==> config.mk <==
export PLATFORM = sky130hd
export DESIGN_NAME = pipeline_vnr1
export DESIGN_NICKNAME = d
export VERILOG_FILES = /design/src/rtl/pipeline_vnr1.sv
export SDC_FILE = /design/constraint.sdc
export NUM_CORES = 1
export LEC_CHECK = 0
export CAP_MARGIN = 5
export CORE_MARGIN = 2
export CORE_UTILIZATION = 55
export CTS_CLUSTER_SIZE = 14
export DETAILED_ROUTE_END_ITERATION = 8
export PLACE_DENSITY = 0.9
export SLEW_MARGIN = 15
export SYNTH_ARGS = -nofsm -noshare
export SYNTH_HDL_FRONTEND = slang
export SYNTH_SLANG_ARGS = --single-unit
==> constraint.sdc <==
create_clock -name clock -period 1.8 [get_ports clock]
set_input_delay 0.27 -clock clock [delete_from_list [all_inputs] [get_ports clock]]
set_output_delay 0.27 -clock clock [all_outputs]
set_load 0.05 [all_outputs]
==> src/rtl/pipeline_vnr1.sv <==
// Multi-stage valid/ready pipeline with bubble collapsing and per-beat sequence tags; optional input skid via PIPELINE_VNR1_SKID_EN.
// Latency: DEPTH cycles from acceptance to o_valid when unstalled (an empty skid is bypassed).
// Backpressure: ready ripples back from i_ready through empty stages; with the skid, o_ready is registered (aside from i_clear).
module pipeline_vnr1 #(
    parameter int VALUE_BITS = 8,
    parameter int STATE_BITS = 8,
    parameter int DEPTH      = 3
) (
    input  logic                  clock,
    input  logic                  reset_n,
    input  logic                  i_clear,
    input  logic [VALUE_BITS-1:0] i_value,
    input  logic                  i_valid,
    output logic                  o_ready,
    output logic [VALUE_BITS-1:0] o_value,
    output logic [STATE_BITS-1:0] o_state,
    output logic                  o_valid,
    input  logic                  i_ready
);

    logic [DEPTH-1:0]      stg_vld;
    logic [VALUE_BITS-1:0] stg_dat [DEPTH];
    logic [STATE_BITS-1:0] stg_tag [DEPTH];
    logic [DEPTH-1:0]      stg_rdy;
    logic                  rdy_acc;

    logic [STATE_BITS-1:0] r_count;
    logic                  accept;
    logic                  in_vld;
    logic [VALUE_BITS-1:0] in_dat;
    logic [STATE_BITS-1:0] in_tag;

    // stg_rdy[k] is high when any stage from k onward is empty or the consumer is ready
    always_comb begin
        rdy_acc = i_ready;
        stg_rdy = '0;
        for (int k = DEPTH - 1; k >= 0; k--) begin
            rdy_acc    = ~stg_vld[k] | rdy_acc;
            stg_rdy[k] = rdy_acc;
        end
    end

    assign accept = i_valid & o_ready;

`ifdef PIPELINE_VNR1_SKID_EN
    logic                  skid_vld;
    logic [VALUE_BITS-1:0] skid_dat;
    logic [STATE_BITS-1:0] skid_tag;

    assign o_ready = ~skid_vld & ~i_clear;
    assign in_vld  = skid_vld | accept;
    assign in_dat  = skid_vld ? skid_dat : i_value;
    assign in_tag  = skid_vld ? skid_tag : r_count;

    // Skid only fills when s0 cannot take the beat; it drains ahead of any new input
    always_ff @(posedge clock or negedge reset_n) begin
        if (!reset_n) begin
            skid_vld <= 1'b0;
            skid_dat <= '0;
            skid_tag <= '0;
        end else if (i_clear) begin
            skid_vld <= 1'b0;
        end else if (skid_vld) begin
            if (stg_rdy[0]) begin
                skid_vld <= 1'b0;
            end
        end else if (accept && !stg_rdy[0]) begin
            skid_vld <= 1'b1;
            skid_dat <= i_value;
            skid_tag <= r_count;
        end
    end
`else
    assign o_ready = stg_rdy[0] & ~i_clear;
    assign in_vld  = accept;
    assign in_dat  = i_value;
    assign in_tag  = r_count;
`endif

    always_ff @(posedge clock or negedge reset_n) begin
        if (!reset_n) begin
            r_count <= '0;
        end else if (i_clear) begin
            r_count <= '0;
        end else if (accept) begin
            r_count <= r_count + 1'b1;
        end
    end

    always_ff @(posedge clock or negedge reset_n) begin
        if (!reset_n) begin
            stg_vld <= '0;
            for (int k = 0; k < DEPTH; k++) begin
                stg_dat[k] <= '0;
                stg_tag[k] <= '0;
            end
        end else if (i_clear) begin
            stg_vld <= '0;
        end else begin
            if (stg_rdy[0]) begin
                stg_vld[0] <= in_vld;
                if (in_vld) begin
                    stg_dat[0] <= in_dat;
                    stg_tag[0] <= in_tag;
                end
            end
            for (int k = 1; k < DEPTH; k++) begin
                if (stg_rdy[k]) begin
                    stg_vld[k] <= stg_vld[k-1];
                    if (stg_vld[k-1]) begin
                        stg_dat[k] <= stg_dat[k-1];
                        stg_tag[k] <= stg_tag[k-1];
                    end
                end
            end
        end
    end

    assign o_valid = stg_vld[DEPTH-1];
    assign o_value = stg_dat[DEPTH-1];
    assign o_state = stg_tag[DEPTH-1];

endmodule

==> results of run 1 <==
registers in the layout (all words and copies together) (netlist names):
signal and cells:
in_tag 8, o_state 8, o_value 8, stg_dat 16
stg_tag 16, stg_vld 3
where the power goes:
part | total, mW | internal (mW) | switching (mW)
combinational | 0.840 | 0.364 | 0.477
sequential | 1.61 | 1.51 | 0.0951
clock | 0.999 | 0.528 | 0.472
timing repair:
| action | CTS | global route |
|---|---|---|
| hold endpoints to repair | 59 | 0 |
| setup buffers | 0 | 2 |
| hold buffers | 1 | 0 |
| resized for setup | 1 | 8 |
| setup endpoints to repair | 1 | 9 |
layout by cell type (no fill, tap or decap), types with 2 or more instances in the layout:
cell type        Yosys  final
o21ai_0              2      2
mux2_4              11     11
a21oi_1              4      4
buf_4               17     14
clkbuf_8             0     10
dfrtp_1             59     58
nand2b_1             3      3
nand3_1              5      5
buf_12               1      4
nor3_1               2      2
clkbuf_1             0      3
nor4_1               3      3
mux2i_1              2      2
inv_1                3      3
mux2_2              41     41
nand2_1              2      2
nor2b_1              4      4
dlymetal6s2s_1       0      8
clkdlybuf4s50_1      0     16
nor2_1               9      8
metal layers:
metal / track usage (%) / vias up / routed length, um
li1: - / 681 / -
met1: 22.6 / 731 / 1860
met2: 27.1 / 32 / 2020
met3: 6.11 / 9 / 142
met4: 11.3 / 0 / 106
met5: 0 / - / 0
worst min-delay path by stage:
stage            endpoint  slack, ns  depth (start not counted)
6_report       stg_vld[2]       0.43                          4
5_1_grt        stg_vld[2]       0.46                          4
4_1_cts        stg_vld[2]       0.42                          4
3_5_place_dp   o_value[3]       0.30                          2
3_3_place_gp   o_value[3]       0.29                          2
2_1_floorplan   in_tag[0]      -0.03                          0
cells in the mapped netlist (all sizes together):
cell type,instances
a211o,1
a21oi,4
and4b,1
buf,24
dfrtp,59
ha,1
inv,3
mux2,52
mux2i,2
nand2,2
nand2b,3
nand3,5
nand4,1
nand4b,1
nor2,9
nor2b,5
nor3,2
nor4,3
o21ai,2
or3,1
or3b,1
logic make-up (layout without fill, tap and decap cells):
logic type | count (synthesis) | after routing | share of synthesized area [%]
flops | 59 | 59 | 57.3
mux | 54 | 54 | 25.1
simple gates | 34 | 34 | 7.53
buf+inv | 27 | 63 | 8.01
compound gates | 7 | 7 | 1.55
fa+ha+maj | 1 | 1 | 0.486
area by class of cell:
class                           instances  area share, %
Tap cell                               52           2.11
Clock inverter                          2          0.406
Inverter                                3          0.366
Multi-Input combinational cell         96           29.1
Timing Repair Buffer                   45           15.2
Sequential cell                        59           48.0
Clock buffer                           13           4.83
==> reports/metrics.cfg, run 1 <==
[logic_synthesis]
synth_fp_nets=196
synth.distinct_cells=27
yosysSeqAreaShare_pct=57.3
syn_inst=182
syn_avg_cell_area_um2=14.2
synth_top_area_cell=dfrtp_1
ys_ff_latch=59
synth_area_leaders=dfrtp_1 (57%), mux2_2 (18%), mux2_4 (6.4%)
syn-cell-area_um2=2580
netlist.area_leader.share_pct=57.3
ys.warnings.count=0

[timing]
setup-tns-final_ns=0
slew_headroom_pct=64.9
fmax_mhz=571
fin_crit_ns=1.75
clock_skew_ns=0.00782
rsz0062_at_grt=no
whs_ns=0.426
finalHoldViolations=0
finalWorstSetupSlack_ns=0.0488
worstMarginPinSlew_ns=0.525
setup_viol=0
finalMaxSlewViolations=0
fin_crit_sh_pct=97.3

[floorplan]
rows=24
die_y_um=72.4
coreArea_um2=4440
io_pins=31
die_x_um=72.4
dieArea_um2=5250
initial_core_util_pct=58.0

[route]
drt_first_pass_iters=4
drc_errors=0
ant_nets=0
routed_wl_um=4130
drtIter0Drc=73
wl_per_cell_um=15.3
dr_total_vias=1453
via_per_inst=5.38

[clock_tree]
path_clk_slew_ns=0.06
cts_tree=built
clk_latency_ns=0.33
root_buffer=clkbuf_8
cts_buffers=9
cts_num_sinks=59
cts_buffer_depth=2
htree_levels=3

[setup_path]
crit_path_max_fanout=2
cp_slowest_cell=clkdlybuf4s50_1
r2r_slack_ns=0.26
slowest_delay_ns=0.80
endpoint_kind=output pin
critPathBufInv=1
worstRegToRegCells=4
r2r-start=stg_vld[2]
startpoint=o_value[6]
worst-setup-path-type=reg -> out
r2r-end=o_state[2]
cp.required_ns=1.53
critPathArrivalTime_ns=1.48
cp_top_family=buffers and inverters
path_depth=1
worstPathCellList=clkdlybuf4s50_1
endpoint=o_value[6]
start_kind=flip-flop

[power_and_ir_drop]
p_leak_nw=1.58
max-vdd-ir-drop_v=0.000795
pwr_density_cell_nw_per_um2=1120
finalPower_mw=3.45

[place]
placed_area_um2=2880
dp_hpwl_um=2720
dpl.cell_count=252
dpl_worst_slack_ns=-0.148
portBuffers=30
gp_congestion=0.843

[final_layout]
stdcell_count=270
nets=228
synthToLayoutAreaGrowth_pct=19.6
multi_input_area_um2=896
final_core_util_pct=69.3
stdcell_area_um2=3080
drive_gt1_share_pct=40.4
antenna_cells=0
fillers=309
seqCellArea_um2=1480

[grt]
grt_pass1_wl_um=6890
gr-total-overflow=0
antenna_found_initial=0
grt_usage_pct=18.1
grt_pass1_vias=1489
grt_max_degree=60

[min_path]
min_from=i_ready
hp-class=in -> reg

[run_status]
outcome=completed

[run]
drv_cap=0

Power figures use the tool's default switching activity.
==> run 2, diff against run 1 <==
--- a/config.mk
+++ b/config.mk
@@ -11,6 +11,7 @@
 export CTS_CLUSTER_SIZE = 14
 export DETAILED_ROUTE_END_ITERATION = 8
 export PLACE_DENSITY = 0.9
+export RECOVER_POWER = 25
 export SLEW_MARGIN = 15
 export SYNTH_ARGS = -nofsm -noshare
 export SYNTH_HDL_FRONTEND = slang
==> reports/metrics.cfg, run 2 (synthesis gave the netlist of run 1 again) <==
[run_status]
outcome=completed

[floorplan]
io_pins=31  ; unchanged
dieArea_um2=5250  ; unchanged
initial_core_util_pct=58.0  ; unchanged
die_y_um=72.4  ; unchanged
rows=24  ; unchanged
coreArea_um2=4440  ; unchanged
die_x_um=72.4  ; unchanged

[setup_path]
worst-setup-path-type=reg -> out
slowest_delay_ns=0.80  ; about the same
cp_slowest_cell=clkdlybuf4s50_1
cp_top_family=buffers and inverters
cp.required_ns=1.53  ; about the same
start_kind=flip-flop
worstPathCellList=clkdlybuf4s50_1
critPathBufInv=1  ; unchanged
endpoint_kind=output pin
critPathArrivalTime_ns=1.48  ; about the same
crit_path_max_fanout=2  ; unchanged

[place]
dpl_worst_slack_ns=-0.148  ; unchanged
portBuffers=30  ; unchanged
gp_congestion=0.843  ; unchanged
dp_hpwl_um=2720  ; unchanged
dpl.cell_count=252  ; unchanged

[route]
drc_errors=0  ; unchanged
dr_total_vias=1453  ; unchanged
ant_nets=0  ; unchanged
drt_first_pass_iters=4  ; unchanged
routed_wl_um=4130  ; +0.12%
via_per_inst=5.38  ; unchanged
drtIter0Drc=73  ; unchanged
wl_per_cell_um=15.3  ; +0.12%

[clock_tree]
htree_levels=3  ; unchanged
path_clk_slew_ns=0.06  ; about the same
cts_num_sinks=59  ; unchanged
clk_latency_ns=0.33  ; about the same
cts_tree=built
cts_buffer_depth=2  ; unchanged
root_buffer=clkbuf_8
cts_buffers=9  ; unchanged

[grt]
grt_pass1_vias=1489  ; unchanged
globalRouteMet3Util_pct=6.11  ; unchanged
antenna_found_initial=0  ; unchanged
grt_pass1_wl_um=6890  ; unchanged
grt_max_degree=60  ; unchanged
busiest_layer=met2
met2_usage_pct=27.1  ; unchanged
grt_usage_pct=18.1  ; unchanged
gr-total-overflow=0  ; unchanged
met1_usage_pct=22.6  ; unchanged

[final_layout]
stdcell_count=270  ; unchanged
layout_commonest_cell=dfrtp_1
biggestRegsByFlops=stg_dat: 16 flops, stg_tag: 16 flops
antenna_cells=0  ; unchanged
drive_gt1_share_pct=40.4  ; unchanged
final_cell_mix=dfrtp_1 (58), mux2_2 (41), clkdlybuf4s50_1 (16)
synthToLayoutAreaGrowth_pct=19.1
fillers=310  ; +0.32%
nets=228  ; unchanged

[timing]
fin_crit_sh_pct=97.3  ; about the same
clock_skew_ns=0.00782  ; unchanged
fmax_mhz=571  ; about the same
finalWorstSetupSlack_ns=0.0488  ; -0.0000438 ns
setup_viol=0  ; unchanged
slew_headroom_pct=48.0  ; -17 points
worstMarginPinSlew_ns=0.780  ; +0.255 ns
finalMaxSlewViolations=0  ; unchanged
rsz0062_at_grt=no
fin_crit_ns=1.75  ; +0.0000438 ns
finalHoldViolations=0  ; unchanged
whs_ns=0.426  ; -0.0000440 ns

[power_and_ir_drop]
pwr_density_cell_nw_per_um2=1120  ; +0.30%
seqPwrFrac_pct=46.7  ; about the same
max-vdd-ir-drop_v=0.000801  ; +0.83%
p_comb_share_pct=24.3  ; about the same
p_leak_nw=1.57  ; -0.30%
p_int_mw=2.40  ; -0.14%
switching_power_mw=1.04  ; about the same
clkPwrFrac_pct=29.0  ; about the same
netSwitchingFraction_pct=30.3  ; about the same
finalPower_mw=3.44  ; -0.10%

[min_path]
hp-class=in -> reg

[run]
drv_cap=0  ; unchanged

## run 2: layout make-up
class,count,area (um2),share of cell area [%]
inverters,3,11.3,0.367
clock inverters,2,12.5,0.408
multi-input cells,96,896,29.2
flip-flops and latches,59,1480,48.2
repair buffers,45,457,14.9
clock buffers,13,149,4.85
well taps,52,65.1,2.12
## run 2: timing repair
item,CTS,global route
buffers inserted,0,2
endpoints found under the hold margin,59,0
endpoints found under the setup margin,1,9
hold buffers,1,0
resized for setup,1,8
## run 2: worst paths after layout
check | start | to | slack (ns) | depth (start not counted)
setup / recovery | o_value[6] | o_value[6] | 0.05 | 1
hold / removal | i_ready | stg_vld[2] | 0.43 | 4
setup reg to reg | stg_vld[2] | o_state[2] | 0.26 | 4
hold reg to reg | stg_tag[16] | stg_tag[8] | 0.50 | 1
max in group asynchronous | reset_n | stg_vld[2] | 0.58 | 3
min in group asynchronous | reset_n | stg_dat[21] | 0.66 | 3
## run 2: power groups by stage
stage | clock (mW) | combinational [mW] | sequential, mW
after detailed placement | 0 | 0.845 | 1.64
after global routing | 1.08 | 0.878 | 1.63
after CTS | 1.03 | 0.847 | 1.61
final | 1.00 | 0.836 | 1.61
after global placement | 0 | 0.828 | 1.62
after floorplan | 0 | 0.702 | 1.61
## run 2: stage by stage
step                setup TNS (ns)  util [%]  instance area (um2)
floorplan                        0         -                 2580
global placement             -1.59      64.7                 2880
detailed placement           -2.40      64.7                 2880
CTS                              0      68.5                 3050
global route                     0      69.0                 3070
finish                           0      69.0                 3070
## run 2: routing by layer
metal  up-vias  part of all wire, %
met5         -                    0
met4         0                  2.6
met3         9                  3.4
met2        32                   49
met1       731                   45
li1        681                    -
==> run 3, diff against run 2 <==
--- a/config.mk
+++ b/config.mk
@@ -5,9 +5,11 @@
 export SDC_FILE = /design/constraint.sdc
 export NUM_CORES = 1
 export LEC_CHECK = 0
+export ABC_CLOCK_PERIOD_IN_PS = 1800
 export CAP_MARGIN = 5
 export CORE_MARGIN = 2
 export CORE_UTILIZATION = 55
+export CTS_BUF_LIST = sky130_fd_sc_hd__clkbuf_2 sky130_fd_sc_hd__clkbuf_4 sky130_fd_sc_hd__clkbuf_8
 export CTS_CLUSTER_SIZE = 14
 export DETAILED_ROUTE_END_ITERATION = 8
 export PLACE_DENSITY = 0.9
==> reports/metrics.cfg, run 3 (synthesis gave the netlist of run 1 again) <==
[setup_path]
cp_slowest_cell=dfrtp_1
critPathArrivalTime_ns=1.48  ; about the same
worst-setup-path-type=reg -> out
cp_top_family=simple AND/OR/NAND/NOR gates
worstPathCellList=and4b_2, buf_4, nor2_2, buf_12
slowest_delay_ns=0.41  ; -0.39 ns
cp.required_ns=1.53  ; about the same
crit_path_max_fanout=4  ; +2
endpoint_kind=output pin
critPathBufInv=2  ; +1
start_kind=flip-flop

[route]
routed_wl_um=4140  ; +0.29%
met1_length_um=1900  ; +1.7%
highest_layer=met4
route.met3.wl_um=139  ; -2.1%
dr_total_vias=1464  ; +0.76%
ant_nets=0  ; unchanged
drtIter0Drc=77  ; +5.5%
route.met2.wl_um=2000  ; -0.75%
drt_first_pass_iters=4  ; unchanged
drc_errors=0  ; unchanged
wl_per_cell_um=15.3  ; +0.29%
via_per_inst=5.42  ; +0.76%

[floorplan]
io_pins=31  ; unchanged
dieArea_um2=5250  ; unchanged
die_y_um=72.4  ; unchanged
die_x_um=72.4  ; unchanged
rows=24  ; unchanged
initial_core_util_pct=58.0  ; unchanged
coreArea_um2=4440  ; unchanged

[clock_tree]
cts_num_sinks=59  ; unchanged
path_clk_slew_ns=0.05  ; about the same
cts_buffers=9  ; unchanged
cts_buffer_depth=2  ; unchanged
cts_tree=built
root_buffer=clkbuf_8
clk_latency_ns=0.33  ; about the same
htree_levels=3  ; unchanged

[grt]
gr-total-overflow=0  ; unchanged
grt_pass1_vias=1485  ; -0.27%
grt_pass1_wl_um=6890  ; +0.10%
antenna_found_initial=0  ; unchanged
grt_usage_pct=18.1  ; +0.024 points
grt_max_degree=60  ; unchanged

[final_layout]
final_cell_mix=dfrtp_1 (58), mux2_2 (41), clkdlybuf4s50_1 (16)
stdcell_area_um2=3080  ; +0.37%
stdcell_count=270  ; unchanged
antenna_cells=0  ; unchanged
drive_gt1_share_pct=41.7  ; +1.4 points
layout_commonest_cell=dfrtp_1
biggestRegsByFlops=stg_dat: 16 flops, stg_tag: 16 flops
synthToLayoutAreaGrowth_pct=19.5
nets=228  ; unchanged

[power_and_ir_drop]
max-vdd-ir-drop_v=0.000819  ; +2.2%
p_comb_share_pct=24.0  ; -0.3 points
seqPwrFrac_pct=46.1  ; -0.6 points
netSwitchingFraction_pct=29.9  ; -0.40 points
switching_power_mw=1.04  ; about the same
pwr_density_cell_nw_per_um2=1130  ; +0.93%
p_leak_nw=1.58  ; +0.65%
p_int_mw=2.45  ; +1.9%
clkPwrFrac_pct=29.9  ; +0.9 points

[place]
dp_hpwl_um=2720  ; unchanged
portBuffers=30  ; unchanged
dpl.cell_count=252  ; unchanged
placed_area_um2=2880  ; unchanged
gp_congestion=0.843  ; unchanged

[timing]
clock_skew_ns=0.00744  ; -0.000384 ns
setup_viol=0  ; unchanged
finalHoldViolations=0  ; unchanged
fin_crit_ns=1.75  ; +0.00194 ns
worstMarginPinSlew_ns=0.786  ; +0.00602 ns
slew_headroom_pct=47.6  ; -0.40 points
finalMaxSlewViolations=0  ; unchanged
fin_crit_sh_pct=97.4  ; +0.11 points
fmax_mhz=570  ; -0.11%
rsz0062_at_grt=no

[min_path]
hp-class=in -> reg

[run_status]
outcome=completed

[run]
drv_cap=0  ; unchanged

-- run 3: cell counts in the layout (fill, tap and decap cells not counted) --
No cell type changed its count.
-- run 3: per-stage QoR --
step / setup TNS (ns) / util, % / total power [mW] / hold slack [ns] / worst slack [ns]
after floorplan: 0 / - / 2.31 / -0.0256 / 0.0811
after global placement: -1.59 / 64.7 / 2.45 / 0.293 / -0.0781
after detailed placement: -2.40 / 64.7 / 2.48 / 0.297 / -0.148
after CTS: 0 / 68.8 / 3.54 / 0.416 / 0.0117
after global routing: 0 / 69.3 / 3.64 / 0.456 / 0.00111
final: 0 / 69.3 / 3.49 / 0.427 / 0.0469
-- run 3: tightest hold or removal path: stages --
cell	delay (ns)
dlygate4sd2_1	0.27
nor2b_4	0.06
nor2_1	0.08
nor2_1	0.04
-- run 3: worst paths after layout --
check	cells after the start	slack (ns)	start	end
worst max register to register	4	0.26	stg_vld[2]	o_state[2]
min in group asynchronous	3	0.67	reset_n	stg_dat[21]
worst min register to register	1	0.50	stg_tag[16]	stg_tag[8]
max in group asynchronous	3	0.55	reset_n	stg_vld[2]
worst max-delay path	4	0.05	stg_vld[0]	o_ready
worst min-delay path	4	0.43	i_ready	stg_vld[2]
-- run 3: layout make-up --
| class | instances | area [um2] |
|---|---|---|
| clock buffers | 13 | 160 |
| repair buffers | 45 | 457 |
| fillers | 311 | 1370 |
| multi-input cells | 96 | 896 |
| flip-flops and latches | 59 | 1480 |
| well taps | 52 | 65.1 |
| clock inverters | 2 | 12.5 |
| inverters | 3 | 11.3 |
-- run 3: repair_timing --
action                                 CTS  global route
hold buffers                             1             0
buffers inserted                         0             2
setup endpoints to repair                1             9
resized for setup                        1             8
endpoints found under the hold margin   59             0
-- run 3: metal layers --
layer	global-route usage, %	up-vias
met5	0	-
met4	11.3	0
met3	6.11	11
met2	27.0	28
met1	22.8	742
li1	-	683
-- run 3: power by group through the flow --
stage	sequential [mW]	combinational [mW]	clock, mW
floorplan	1.61	0.702	0
CTS	1.61	0.848	1.08
global placement	1.62	0.828	0
global route	1.63	0.879	1.13
finish	1.61	0.837	1.04
detailed placement	1.64	0.845	0
